**config.mk**
```make
export PLATFORM = sky130hd
export DESIGN_NAME = deframing_flat
export DESIGN_NICKNAME = d
export VERILOG_FILES = /design/src/rtl/deframing_if.sv /design/src/rtl/deframing.sv /design/src/flat_wrapper.sv
export SDC_FILE = /design/constraint.sdc
export NUM_CORES = 1
export LEC_CHECK = 0
export ABC_CLOCK_PERIOD_IN_PS = 2300
export CAP_MARGIN = 20
export CORE_MARGIN = 3
export CORE_UTILIZATION = 45
export CTS_CLUSTER_SIZE = 8
export DETAILED_ROUTE_END_ITERATION = 10
export GPL_TIMING_DRIVEN = 0
export PLACE_DENSITY = 0.67
export REMOVE_ABC_BUFFERS = 1
export SLEW_MARGIN = 20
export SYNTH_ARGS = -nofsm -noshare
export SYNTH_HDL_FRONTEND = slang
export SYNTH_SLANG_ARGS = --single-unit
```
**constraint.sdc**
```tcl
create_clock -name clk -period 2.3 [get_ports clk]
set_clock_uncertainty 0.1 [all_clocks]
set_input_delay 0.46 -clock clk [delete_from_list [all_inputs] [get_ports clk]]
set_output_delay 0.46 -clock clk [all_outputs]
set_load 0.02 [all_outputs]
```
**src/rtl/deframing_if.sv**
```systemverilog
// Serial-in / byte-out bundle between the serializer output and the byte consumer.
// The slave side is the deframer; the master side feeds bits and takes bytes.
interface deframing_if;
    logic       din;
    logic       din_valid;
    logic [7:0] dout;
    logic       dout_valid;
    logic       frame_start;
    logic       frame_end;
    logic [7:0] frame_len;
    logic       frame_error;
    logic       sync_error;

    modport master (
        output din, din_valid,
        input  dout, dout_valid, frame_start, frame_end, frame_len, frame_error, sync_error
    );

    modport slave (
        input  din, din_valid,
        output dout, dout_valid, frame_start, frame_end, frame_len, frame_error, sync_error
    );
endinterface

```
**src/rtl/deframing.sv**
```systemverilog
// Reassembles LSB-first serial bursts into bytes, checks the sync header and
// reports payload bytes, frame boundaries, frame length and error pulses.
module deframing #(
    parameter logic [7:0]  SYNC_BYTE = 8'h7E,
    parameter int unsigned MAX_LEN   = 255
) (
    input  logic         clk,
    input  logic         reset_n,
    deframing_if.slave   bus
);
    typedef enum logic [1:0] {IDLE, HEADER, PAYLOAD, DISCARD} state_t;

    localparam logic [7:0] MAX_LEN_B = 8'(MAX_LEN);

    state_t     state, state_d;
    logic [2:0] bit_cnt;
    logic [7:0] shreg;
    logic [7:0] len_cnt;

    logic [7:0] dout_q, dout_d;
    logic [7:0] frame_len_q, frame_len_d;
    logic       dout_valid_q, dout_valid_d;
    logic       frame_start_q, frame_start_d;
    logic       frame_end_q, frame_end_d;
    logic       frame_error_q, frame_error_d;
    logic       sync_error_q, sync_error_d;

    logic       byte_done;
    logic [7:0] byte_w;
    logic       len_full;

    // byte_w is the complete byte as it will stand once the current bit lands
    assign byte_done = bus.din_valid && (bit_cnt == 3'd7);
    assign byte_w    = {bus.din, shreg[7:1]};
    assign len_full  = (len_cnt == MAX_LEN_B);

    always_ff @(posedge clk or negedge reset_n) begin
        if (!reset_n) state <= IDLE;
        else          state <= state_d;
    end

    always_comb begin
        state_d = state;
        unique case (state)
            IDLE:    if (bus.din_valid) state_d = HEADER;
            HEADER: begin
                if (!bus.din_valid)  state_d = IDLE;
                else if (byte_done)  state_d = (byte_w == SYNC_BYTE) ? PAYLOAD : DISCARD;
            end
            PAYLOAD: begin
                if (!bus.din_valid)             state_d = IDLE;
                else if (byte_done && len_full) state_d = DISCARD;
            end
            DISCARD: if (!bus.din_valid) state_d = IDLE;
            default: state_d = IDLE;
        endcase
    end

    always_comb begin
        dout_d        = dout_q;
        frame_len_d   = frame_len_q;
        dout_valid_d  = 1'b0;
        frame_start_d = 1'b0;
        frame_end_d   = 1'b0;
        frame_error_d = 1'b0;
        sync_error_d  = 1'b0;
        unique case (state)
            HEADER: begin
                if (!bus.din_valid)                       frame_error_d = 1'b1;
                else if (byte_done && byte_w != SYNC_BYTE) sync_error_d = 1'b1;
            end
            PAYLOAD: begin
                if (!bus.din_valid) begin
                    // a partial byte at the end of the burst is dropped, not delivered
                    if (bit_cnt == 3'd0) begin
                        frame_end_d = 1'b1;
                        frame_len_d = len_cnt;
                    end else begin
                        frame_error_d = 1'b1;
                    end
                end else if (byte_done) begin
                    if (len_full) begin
                        frame_error_d = 1'b1;
                    end else begin
                        dout_valid_d  = 1'b1;
                        dout_d        = byte_w;
                        frame_start_d = (len_cnt == 8'd0);
                    end
                end
            end
            default: ;
        endcase
    end

    always_ff @(posedge clk or negedge reset_n) begin
        if (!reset_n) begin
            bit_cnt       <= '0;
            shreg         <= '0;
            len_cnt       <= '0;
            dout_q        <= '0;
            frame_len_q   <= '0;
            dout_valid_q  <= 1'b0;
            frame_start_q <= 1'b0;
            frame_end_q   <= 1'b0;
            frame_error_q <= 1'b0;
            sync_error_q  <= 1'b0;
        end else begin
            // every din_valid=0 cycle lands in IDLE, so counters clear here
            if (!bus.din_valid) begin
                bit_cnt <= '0;
                len_cnt <= '0;
            end else if (state != DISCARD) begin
                shreg   <= byte_w;
                bit_cnt <= bit_cnt + 3'd1;
                if (state == PAYLOAD && byte_done && !len_full) len_cnt <= len_cnt + 8'd1;
            end
            dout_q        <= dout_d;
            frame_len_q   <= frame_len_d;
            dout_valid_q  <= dout_valid_d;
            frame_start_q <= frame_start_d;
            frame_end_q   <= frame_end_d;
            frame_error_q <= frame_error_d;
            sync_error_q  <= sync_error_d;
        end
    end

    assign bus.dout        = dout_q;
    assign bus.frame_len   = frame_len_q;
    assign bus.dout_valid  = dout_valid_q;
    assign bus.frame_start = frame_start_q;
    assign bus.frame_end   = frame_end_q;
    assign bus.frame_error = frame_error_q;
    assign bus.sync_error  = sync_error_q;
endmodule

```
**src/flat_wrapper.sv**
```systemverilog
// flat-port wrapper written by rule: the top's interface ports become plain ports
module deframing_flat 
#(
    parameter logic [7:0]  SYNC_BYTE = 8'h7E,
    parameter int unsigned MAX_LEN   = 255
)
  (clk, reset_n, bus_din, bus_din_valid, bus_dout, bus_dout_valid, bus_frame_start, bus_frame_end, bus_frame_len, bus_frame_error, bus_sync_error);
  deframing_if bus_i ();
  input  logic clk;
  input  logic reset_n;
  input wire logic [$bits(bus_i.din)-1:0] bus_din;
  input wire logic [$bits(bus_i.din_valid)-1:0] bus_din_valid;
  output wire logic [$bits(bus_i.dout)-1:0] bus_dout;
  output wire logic [$bits(bus_i.dout_valid)-1:0] bus_dout_valid;
  output wire logic [$bits(bus_i.frame_start)-1:0] bus_frame_start;
  output wire logic [$bits(bus_i.frame_end)-1:0] bus_frame_end;
  output wire logic [$bits(bus_i.frame_len)-1:0] bus_frame_len;
  output wire logic [$bits(bus_i.frame_error)-1:0] bus_frame_error;
  output wire logic [$bits(bus_i.sync_error)-1:0] bus_sync_error;
  assign bus_i.din = bus_din;
  assign bus_i.din_valid = bus_din_valid;
  assign bus_dout = bus_i.dout;
  assign bus_dout_valid = bus_i.dout_valid;
  assign bus_frame_start = bus_i.frame_start;
  assign bus_frame_end = bus_i.frame_end;
  assign bus_frame_len = bus_i.frame_len;
  assign bus_frame_error = bus_i.frame_error;
  assign bus_sync_error = bus_i.sync_error;
  deframing #(.SYNC_BYTE(SYNC_BYTE), .MAX_LEN(MAX_LEN)) u_core (.clk(clk), .reset_n(reset_n), .bus(bus_i));
endmodule
```
# Word level (Yosys, flattened, before mapping)
# Index checks and enable logic that the tools add are counted.
# Widths: inputs -> output; s select.
[totals]
reg_bits = 42
latch_bits = 0
ram_bits = 0
rom_bits = 0
input_bits = 4
output_inout_bits = 21
elab_cells = 76
memories = 0
[op_classes]
add_sub_neg = 2
multipliers = 0
div = 0
n_lt_le_gt_ge = 0
eq_ne = 14
n_shift = 0
n_mux = 33
bitwise_logic = 2
reduce_logical = 14
[op_table]
columns = ["op", "count"]
rows = [
  ["$mux 8", 3],
  ["$mux 1", 20],
  ["$mux 2", 6],
  ["$add 8x1->8 const B", 1],
  ["$eq 8x7->1 const B", 1],
  ["$eq 8x8->1 const B", 1],
  ["$logic_not 8->1", 1],
  ["$ne 8x7->1 const B", 1],
  ["$pmux 2 s4", 1],
  ["$reduce_and 4->1", 2],
  ["$mux 3", 2],
  ["$ne 2x2->1 const B", 3],
  ["$ne 3x2->1 const B", 2],
  ["$logic_and 1x1->1", 5],
  ["$eq 2x2->1 const B", 2],
  ["$ne 2x1->1 const B", 2],
  ["$reduce_and 2->1", 2],
  ["$add 3x1->3 const B", 1],
  ["$eq 3x3->1 const B", 1],
  ["$logic_not 3->1", 1],
  ["$reduce_and 3->1", 1],
  ["$eq 2x1->1 const B", 1],
  ["$logic_not 2->1", 1],
  ["$not 1->1", 2],
  ["2 further kinds", 2],
]

# Longest topological paths before layout
[logic_depth]
word_depth = 7
ltp_mapped = 7
ltp_nobuf = 6

# Least setup slack after synthesis
# OpenSTA, ideal clock, no wires.
[synth_path]
kind = "register -> register"
start = "reg u_core.bit_cnt[0]"
end = "reg u_core.dout_q[0] (netlist: u_core.bus.dout[0])"
setup_time_ns = 0.125
arrival_ns = 1.663
required_time_ns = 2.075
setup_slack_ns = 0.412
path_stages_with_launch = 7
n_path_buf = 1
synth_period_minus_slack_ns = 1.888
cell_sequence = "dfrtp_1 -> ha_1 -> ha_1 -> and3_1 -> o21ai_1 -> buf_2 -> mux2_2"
[synth_via]
elab_chain_len = 3
[synth_lines]
columns = ["item", "line", "rtl"]
rows = [
  ["start: declaration", "deframing.sv:16", "logic [2:0] bit_cnt;"],
  ["start signal: assignment", "deframing.sv:114", "bit_cnt <= bit_cnt + 3'd1;"],
  ["$eq 3x3->1", "deframing.sv:33", "assign byte_done = bus.din_valid && (bit_cnt == 3'd7);"],
  ["$logic_and 1x1->1", "deframing.sv:33", ""],
  ["$reduce_and 4->1 (no source line)", "n/a", ""],
  ["end signal: assignment", "deframing.sv:117", "dout_q <= dout_d;"],
  ["end: declaration", "deframing.sv:20", "logic [7:0] dout_q, dout_d;"],
]
# No other way between the ends.
# A chain may end at the register's enable or synchronous reset.

# Worst setup path after layout
[layout_path]
start = "reg u_core.state[0]"
end = "reg u_core.frame_len_q[1] (netlist: u_core.bus.frame_len[1])"
[layout_via]
elab_chain_len = 2
[layout_lines]
columns = ["item", "line", "rtl"]
rows = [
  ["start: declaration", "deframing.sv:15", "state_t state, state_d;"],
  ["start signal: assignment", "deframing.sv:39", "else state <= state_d;"],
  ["$eq 2x2->1", "deframing.sv:67", "unique case (state)"],
  ["$reduce_and 3->1 (no source line)", "n/a", ""],
  ["end signal: assignment", "deframing.sv:118", "frame_len_q <= frame_len_d;"],
  ["end: declaration", "deframing.sv:21", "logic [7:0] frame_len_q, frame_len_d;"],
]
# No other way between the ends.

==> run metrics <==
LEAKAGE=between 0.001 and 0.0015 uW; headroom to the max-slew limit=0.5381; IO buf count=24; worst hold path class=in2async; share of cells above drive strength 1=0.2265; RePlAce Congestion=0.9283; gr usage total=0.1465; Syn. warnings=0; diodes inserted=0; average instance area after synthesis=12.65 sq um; Layout Cells excl Fill=231; crit share post-route=0.9176; CP endpoint kind=flip-flop; CP delay by family, top=simple AND/OR/NAND/NOR gates; Combinational Power Share=0.218; Overall Power=2065 uW; metal2 WL=between 1500 and 2000 um; initial antenna violation count=0; sequential fraction of design power=0.447; Final Setup Violations=0; critical path peak fanout=9; hold slack=7.153 ps; sequential element share of the synthesized area=0.5301; RSZ-0062 raised after global routing=no; routed vias=1226; post-synthesis simple-gate area fraction=0.1131; CTS Buf Count=5; Initial Utilization=0.4737; xor/xnor share of the synthesized area=0.01357; final instance area=around 0.0024 sq mm; Die X=71.59 um; minimum clock period=2110 ps; DP Wirelength=2329 um; die area=roughly 0.0051 sq mm; WS Path Type=reg2reg; Syn Std Cell Area=0.001936 sq mm; final wirelength=3374 um; CP required=2380 ps; critical path cell sequence=inv_1 -> ha_1 -> nor4b_4 -> mux2_2; setup bufs post-CTS=0; NetSw=between 500 and 600 uW; WP data arrival=2190 ps; Post-Synthesis Cells=153; H-tree depth=2; DRT iter0 DRCs=between 50 and 60; row count=23; metal3 WL=154 um; CP peak stage delay=630 ps; EDFF count, synth=0; post-synthesis mux area share=0.1597; topmost layer with routed signal wires=met4; Power Internal=1489 uW; CTS Sinks=41; hold buffer count at CTS=0; first-pass GRT wire length=5837 um; num ports=25; clock slew at reported path FFs=80 ps; Inst Count DP=approximately 220; root buffer cell=clkbuf_8; final slew viol count=0; deepest clock path buffer count=2; fillcell total=between 300 and 400; fin nets=194; Max Cap Viol=0; Fin. Hold Viols=0; # DRC=0; Fmax=roughly 470 MHz; vias in the first global route=around 1200; Pwr Density=around 860 mW/mm^2; grt total ovfl=0; Vias/cell=5.307; Wirelength per Cell=14.61 um; post-synthesis adder-cell area fraction=0.06464; CP bufs+invs=1; status=completed; worst-margin pin slew=689.9 ps; Net Sw Frac=0.2788; TritonCTS clock tree=yes; core area=just over 0.004 sq mm; peak supply drop=515.9 uV; Distinct cells, synth=37; crit path launch type=flip-flop; post-synthesis register bit count=between 40 and 50; ANT nets after route=0; placed cell area=0.002240 sq mm; Die Y-Extent=71.59 um; Clk Latency, worst-skew pair=~290 ps; Clk pwr share=0.335; M1 WL=between 1500 and 2000 um; largest net degree at the start of global routing=25; Post-synth ARST share=1.000; compound-gate portion of the synthesized area=0.08274; largest family of logic cells by synthesized area=multiplexers; length of the first detailed-routing pass in iterations=4; slowest CP cell=nor4b_4; Area Growth Syn to Fin=23.53%; Top FF cell, synth=dfrtp_1
-- through the flow --
step           TNS (ps)  setup WS [ps]  utilization
5_1_grt               0          66.33       0.5851
6_report              0          189.6       0.5851
3_5_place_dp     -14600         -823.2       0.5481
3_3_place_gp     -25770         -764.4       0.5426
4_1_cts               0          68.64       0.5830
2_1_floorplan         0          227.2            -
-- synth_stat cells (all sizes together) (2+ instances only) --
| master | n | area, sq um |
|---|---|---|
| o31ai | 4 | 30.03 |
| a21oi | 2 | 10.01 |
| o211ai | 3 | 22.52 |
| a21boi | 2 | 15.02 |
| mux2 | 23 | 259.0 |
| a31oi | 2 | 18.77 |
| inv | 13 | 48.80 |
| buf | 2 | 10.01 |
| ha | 10 | 125.1 |
| or4 | 2 | 15.01 |
| nor2 | 4 | 15.01 |
| nand3 | 2 | 10.01 |
| dfrtp | 41 | 1026 |
| nor4b | 2 | 32.53 |
| xnor2 | 3 | 26.28 |
| nand4b | 2 | 17.52 |
| nand2 | 7 | 26.28 |
| mux2i | 5 | 50.05 |
| clkbuf | 3 | 11.26 |
| nor2b | 3 | 18.77 |
| and2 | 5 | 31.28 |
-- sequential cells by signal, summed over array words and instances, names as in the netlist --
register / cells
u_core.bit_cnt: 3
u_core.bus.dout: 8
u_core.bus.dout_valid: 1
u_core.bus.frame_end: 1
u_core.bus.frame_error: 1
u_core.bus.frame_len: 8
u_core.bus.frame_start: 1
u_core.bus.sync_error: 1
u_core.len_cnt: 8
u_core.shreg: 7
u_core.state: 2
-- path summary, 6_finish.rpt --
kind	slack, ps	depth (start not counted)	startpoint	endpoint
min in group clk	410	1	u_core.bus.dout[1]	u_core.bus.dout[1]
worst max-delay path	190	4	u_core.state[0]	u_core.bus.frame_len[1]
max in group asynchronous	1630	2	reset_n	u_core.shreg[5]
worst min register to register	410	1	u_core.bus.dout[1]	u_core.bus.dout[1]
worst max register to register	190	4	u_core.state[0]	u_core.bus.frame_len[1]
worst min-delay path	7	1	reset_n	u_core.bus.frame_len[5]
-- power groups by stage --
| stage | Clock, uW | Sequential [uW] | Combinational [uW] |
|---|---|---|---|
| 5_1_grt | 732 | 949 | 506 |
| 4_1_cts | 706 | 925 | 456 |
| 3_5_place_dp | 0 | 938 | 449 |
| 3_3_place_gp | 0 | 929 | 425 |
| 6_report | 691 | 923 | 451 |
| 2_1_floorplan | 0 | 927 | 314 |
-- logic make-up after synthesis --
group	after synthesis
adders and majority gates	10
buffers and inverters	18
xor gates and xnor gates	3
and+or+nand+nor	33
muxes	28
DFF	41
AOI/OAI and AO/OA	20
-- cells in the final DEF, fill, tap and decap left out, types with 2 or more instances in the layout --
cell,instances
a21oi_1,2
and2_1,5
bufinv_16,2
clkbuf_8,5
clkdlybuf4s50_1,22
dfrtp_1,41
ha_1,10
inv_1,13
mux2_2,23
mux2i_1,5
nand2_1,7
nand3_1,2
nand4b_1,2
nor2_1,4
nor2b_1,3
o211ai_1,3
o31ai_1,4
or4_1,2
xnor2_1,3
-- routing by layer --
metal | vias up | GRT usage
met4 | 0 | 0.04384
met5 | - | 0
met1 | 601 | 0.2045
met3 | 5 | 0.04348
met2 | 28 | 0.2214
li1 | 592 | -
-- timing repair --
item | 4_1_cts | 5_1_grt
resized for setup | 4 | 2
setup endpoints to repair | 29 | 2
cloned | 0 | 0
-- area by class of cell --
type                       count  area [sq um]  share of cell area
clock buffer                   5         68.82             0.02878
timing repair buffer          25         264.0              0.1104
sequential                    41          1026              0.4291
multi-input combinational     94         852.1              0.3564
tap                           50         62.56             0.02616
inverter                      13         48.80             0.02041
clock inverter                 3         68.82             0.02878
-- worst register-to-register path: stages (launching register included) --
cell	delay [ps]
dfrtp_1	440
inv_1	130
ha_1	290
nor4b_4	630
mux2_2	420
(Power assumes the default switching activity.)
